File: config.mk
export PLATFORM = sky130hd
export DESIGN_NAME = log_kulisch_acc
export DESIGN_NICKNAME = d
export VERILOG_FILES = /design/src/rtl/log_kulisch_acc.sv
export SDC_FILE = /design/constraint.sdc
export NUM_CORES = 1
export LEC_CHECK = 0
export CORE_MARGIN = 3
export CORE_UTILIZATION = 61
export CTS_BUF_LIST = sky130_fd_sc_hd__clkbuf_8
export CTS_CLUSTER_SIZE = 25
export DETAILED_ROUTE_END_ITERATION = 16
export HOLD_SLACK_MARGIN = 0.05
export PLACE_DENSITY = 0.83
export SLEW_MARGIN = 10
export SYNTH_ARGS = -nofsm -noshare
export SYNTH_HDL_FRONTEND = slang
export SYNTH_SLANG_ARGS = --single-unit
File: constraint.sdc
create_clock -name clock -period 3.4 [get_ports clock]
set_clock_uncertainty 0.15 [all_clocks]
set_input_delay 0.85 -clock clock [delete_from_list [all_inputs] [get_ports clock]]
set_output_delay 0.85 -clock clock [all_outputs]
set_load 0.05 [all_outputs]
File: src/rtl/log_kulisch_acc.sv
// Exact fixed-point (Kulisch) accumulator for log-float dot products: two-stage align/add
// pipeline with valid/ready input, a drain state and a held result until the consumer takes it.
module log_kulisch_acc #(
  parameter int unsigned TAPERED = 0,
  parameter int unsigned E       = 4,
  parameter int unsigned W       = 8,
  parameter int unsigned LS      = 1,
  parameter int unsigned F       = 3,
  parameter int unsigned GUARD   = 4,
  parameter int unsigned EXP_W   = 8,
  localparam int unsigned NF     = (TAPERED != 0) ? 1 + (2 ** LS) * (W - 2) : 2 ** (E - 1),
  localparam int unsigned FR     = (TAPERED != 0) ? 2 * (2 ** LS) * (W - 2) : 2 ** E,
  localparam int unsigned ACC_W  = 1 + GUARD + NF + FR
) (
  input  logic                    clock,
  input  logic                    reset,
  input  logic                    in_valid,
  output logic                    in_ready,
  input  logic                    in_sign,
  input  logic [F:0]              in_mant,
  input  logic signed [EXP_W-1:0] in_exp,
  input  logic                    in_last,
  output logic                    out_valid,
  input  logic                    out_ready,
  output logic [ACC_W-1:0]        out_acc,
  output logic                    out_overflow
);

  typedef enum logic [1:0] {StAccum, StWait, StOut} state_e;

  state_e             state_q, state_d;
  logic               accept;
  int                 shift;
  logic [ACC_W-1:0]   mag, addend;
  logic               exp_ovf;
  logic               s1_valid_q, s1_ovf_q;
  logic [ACC_W-1:0]   s1_addend_q;
  logic [ACC_W-1:0]   acc_q, acc_d, sum;
  logic               sticky_q, sticky_d, add_ovf;

  assign in_ready = (state_q == StAccum);
  assign accept   = in_valid & in_ready;

  // Mantissa bit F lands on accumulator bit FR+in_exp; bits below the LSB are dropped
  // from the magnitude before negation so truncation is symmetric about zero.
  always_comb begin
    shift   = int'(FR) - int'(F) + int'(in_exp);
    mag     = '0;
    exp_ovf = 1'b0;
    if (int'(in_exp) > int'(NF) - 1) begin
      exp_ovf = 1'b1;
    end else if (shift >= 0) begin
      mag = ACC_W'(in_mant) << shift;
    end else begin
      mag = ACC_W'(in_mant >> (-shift));
    end
    addend = in_sign ? -mag : mag;
  end

  always_ff @(posedge clock or posedge reset) begin
    if (reset) begin
      s1_valid_q  <= 1'b0;
      s1_ovf_q    <= 1'b0;
      s1_addend_q <= '0;
    end else begin
      s1_valid_q <= accept;
      if (accept) begin
        s1_addend_q <= addend;
        s1_ovf_q    <= exp_ovf;
      end
    end
  end

  assign sum     = acc_q + s1_addend_q;
  assign add_ovf = (acc_q[ACC_W-1] == s1_addend_q[ACC_W-1]) &&
                   (sum[ACC_W-1] != acc_q[ACC_W-1]);

  always_comb begin
    state_d  = state_q;
    acc_d    = acc_q;
    sticky_d = sticky_q;
    if (s1_valid_q) begin
      acc_d    = sum;
      sticky_d = sticky_q | add_ovf | s1_ovf_q;
    end
    unique case (state_q)
      StAccum: if (accept && in_last) state_d = StWait;
      // The last product sits in stage 1 here and is folded in on this edge.
      StWait:  state_d = StOut;
      StOut: begin
        if (out_ready) begin
          state_d  = StAccum;
          acc_d    = '0;
          sticky_d = 1'b0;
        end
      end
      default: state_d = StAccum;
    endcase
  end

  always_ff @(posedge clock or posedge reset) begin
    if (reset) begin
      state_q  <= StAccum;
      acc_q    <= '0;
      sticky_q <= 1'b0;
    end else begin
      state_q  <= state_d;
      acc_q    <= acc_d;
      sticky_q <= sticky_d;
    end
  end

  assign out_valid    = (state_q == StOut);
  assign out_acc      = out_valid ? acc_q : '0;
  assign out_overflow = out_valid & sticky_q;

endmodule

==> results.sh <==
export IMPL_outcome="complete, but fails checks"
export IMPL_setup_tns_final_ps=-35370
export IMPL_cp_slowest_stage_delay_ps=410
export IMPL_wl_microns=26400
export IMPL_tightestPinTransition_ps=657
export IMPL_async_flop_share_pct=100
export IMPL_grt_first_pass_wirelength_microns=36100
export IMPL_dieWidth_microns=107
export IMPL_critPathBufInv=2
export IMPL_rsz0062_at_grt="yes"
export IMPL_finalCriticalPeriod_ps=4960
export IMPL_final_cells=1152
export IMPL_min_from="s1_addend_q[3]$_DFFE_PP0P_"
export IMPL_routedWlPerCell_microns=22.9
export IMPL_grt_ovfl_total=0
export IMPL_ys_warn_count=0
export IMPL_ys_flop_type="dfrtp_1"
export IMPL_crit_chain="buf_8, a211o_1, a2111oi_2, a21o_4, nand2_1, ha_1, nor4b_2, o2111a_1, and4_1, nand4_1, a221oi_4, inv_2, ha_4, o211ai_1, a31oi_1, nand3b_1, nand2b_4, o21ai_2, xnor2_1, o21ai_1"
export IMPL_h_tree_depth=3
export IMPL_drc=0
export IMPL_routed_via_density=6.96
export IMPL_crit_start="in_exp[0]"
export IMPL_drive_gt1_share_pct=32.8
export IMPL_cp_endpoint="s1_addend_q[16]$_DFFE_PP0P_"
export IMPL_power_density_mw_per_mm2=424
export IMPL_yosys_area_top_type_share_pct=25.1
export IMPL_seq_area_sq_mm=0.00158
export IMPL_multi_input_area_sq_mm=0.00484
export IMPL_clk_pin_slew_worst_paths_ps=70
export IMPL_synth_top_area_cell="dfrtp_1"
export IMPL_antenna_left=0
export IMPL_cts_buffer_depth=2
export IMPL_slew_viol_final=0
export IMPL_peakVddDrop_uv=433
export IMPL_cts_sinks=63
export IMPL_gp_congestion=1.05
export IMPL_critPathLaunchType="input pin"
export IMPL_antenna_found_initial=0
export IMPL_dieArea_sq_mm=0.0115
export IMPL_crit_fanout=8
export IMPL_fin_hold_ws_ps=353
export IMPL_synth_edf_count=0
export IMPL_r2r_end="acc_q[28]$_DFF_PP0_"
export IMPL_finalHoldViolCount=0
export IMPL_syn_avg_cell_area_sq_um=7.82
export IMPL_finalCritPeriodShare_pct=146
export IMPL_utilization_pct=92.8
export IMPL_cp_depth=20
export IMPL_layout_setup_ws_ps=-1560
export IMPL_fmaxAchievable_ghz=0.202
export IMPL_crit_type="in2reg"
export IMPL_layout_common_cells="buf_4, nand2_1, nor2_1"
export IMPL_start_util_pct=63.6
export IMPL_cp_end_kind="flip-flop"
export IMPL_crit_path_top_delay_cell="a2111oi_2"
export IMPL_place_hpwl_microns=15900
export IMPL_dr_first_iter_drc_count=1308
export IMPL_port_buffers=49
export IMPL_insertedDiodeCount=0
export IMPL_cellLeakagePower_nw=4.23
export IMPL_relSlewSlack_pct=56.2
export IMPL_syn_inst=802
export IMPL_finalPower_w=0.00389
export IMPL_post_place_cells=1110
export IMPL_fp_row_count=36
export IMPL_synth_area_sq_mm=0.00627
export IMPL_die_h_microns=107
export IMPL_regToRegStartpoint="acc_q[9]$_DFF_PP0_"
export IMPL_drv_cap=0
export IMPL_first_pass_iters=8
export IMPL_insertion_delay_ps=360
export IMPL_area_growth_pct=46.0
export IMPL_cts_tree="yes"
export IMPL_synth_cell_types=84
export IMPL_synthTopCellsByArea="dfrtp_1, ha_1, nand2_1"
export IMPL_final_common_cell="buf_4"
export IMPL_numCtsBuffers=9
export IMPL_grt_max_degree=46
export IMPL_first_global_vias=7307
export IMPL_violations="setup timing"
export IMPL_io_pins=50
export IMPL_synth_fp_nets=859
export IMPL_ys_seq_elements=63
export IMPL_core_area_sq_mm=0.00986
export IMPL_crit_required_ps=3480
export IMPL_grtUsageTotal_pct=39.3
export IMPL_seq_area_frac_synth_pct=25.1
export IMPL_rrSetupSlack_ps=-10
export IMPL_cts_root_buf="clkbuf_8"
export IMPL_crit_arrival_ps=5040
export IMPL_nFillCells=374
export IMPL_critical_path_top_delay_family="compound AO/OA/AOI/OAI gates"
export IMPL_final_nets=1073
export IMPL_finalSetupViolations=30
export IMPL_hold_class="reg2reg"
export IMPL_rr_worst_depth=13
export IMPL_vias=8015
cell type report:
class / count / area share (%)
well taps: 133 / 1.82
flip-flops and latches: 63 / 17.2
inverters: 16 / 0.656
clock inverters: 4 / 0.533
multi-input cells: 681 / 52.9
clock buffers: 10 / 1.50
repair buffers: 245 / 25.4
power breakdown:
group          internal [W]  leakage [nW]  switching [W]
logic              0.000913          3.31        0.00120
registers          0.000937         0.828       0.000177
clock network      0.000347        0.0917       0.000306
flip-flops by register name, indices dropped and copies added (netlist names):
signal / cells
acc_q: 29
s1_addend_q: 29
s1_ovf_q: 1
s1_valid_q: 1
state_q: 2
sticky_q: 1
synth_stat cells (4+ instances only):
| cell | count |
|---|---|
| o21bai_1 | 4 |
| buf_2 | 9 |
| nand4_1 | 5 |
| nor4_1 | 4 |
| nand2_1 | 101 |
| inv_1 | 15 |
| mux2i_1 | 28 |
| or3_1 | 6 |
| and3_1 | 5 |
| xor2_1 | 13 |
| dfrtp_1 | 63 |
| nand3_1 | 24 |
| a21boi_0 | 4 |
| o211ai_1 | 8 |
| ha_1 | 38 |
| a21oi_1 | 47 |
| o21ai_1 | 9 |
| nor2b_1 | 10 |
| a211o_1 | 6 |
| nor2_1 | 78 |
| xnor2_1 | 32 |
| buf_4 | 4 |
| mux2_2 | 4 |
| nand3b_1 | 11 |
| a21o_1 | 16 |
| nor3_1 | 14 |
| a211oi_1 | 10 |
| clkbuf_1 | 27 |
| o31ai_1 | 6 |
| o21ai_0 | 57 |
| nand2b_1 | 16 |
| o21a_1 | 8 |
| a31oi_1 | 11 |
| and2_1 | 37 |
logic make-up after synthesis:
family | after synthesis | synth area share [%]
flops | 63 | 25.1
fa+ha+maj | 39 | 7.90
xor+xnor | 45 | 6.28
mux | 32 | 5.19
simple gates | 336 | 27.1
compound gates | 229 | 24.3
buf+inv | 58 | 4.01
per-layer routing:
layer	GRT usage [%]	up-vias	wire length (microns)
li1	-	3318	-
met1	47.8	3673	9100
met2	67.8	734	11900
met3	8.46	290	3230
met4	15.4	0	2200
met5	0	-	0
worst min-delay path by stage:
stage | to | slack [ps] | cells past startpoint
after floorplan | s1_addend_q[3]$_DFFE_PP0P_ | 300 | 2
after global placement | s1_addend_q[8]$_DFFE_PP0P_ | 330 | 2
after detailed placement | s1_addend_q[12]$_DFFE_PP0P_ | 330 | 2
after CTS | s1_addend_q[12]$_DFFE_PP0P_ | 350 | 2
after global routing | s1_addend_q[3]$_DFFE_PP0P_ | 380 | 2
final | s1_addend_q[3]$_DFFE_PP0P_ | 350 | 2
worst register-to-register path, delay by kind of cell, from the launching register on:
kind / cells / cell delay [ps]
flops: 1 / 400
simple gates: 3 / 520
fa+ha+maj: 1 / 420
buf+inv: 1 / 150
compound gates: 8 / 1680
through the flow:
step	instance area [sq um]	setup slack [ps]
after global routing	9160	-1570
after global placement	8440	-1860
final	9160	-1560
after detailed placement	8440	-2090
after CTS	8840	-1140
after floorplan	6420	-1290
repair_timing:
action	CTS	global route
resized for setup	55	56
endpoints found under the setup margin	33	35
buffers inserted	14	16
hold buffers	0	0
cloned	0	0
pin swaps	43	45
(Power assumes the default switching activity.)
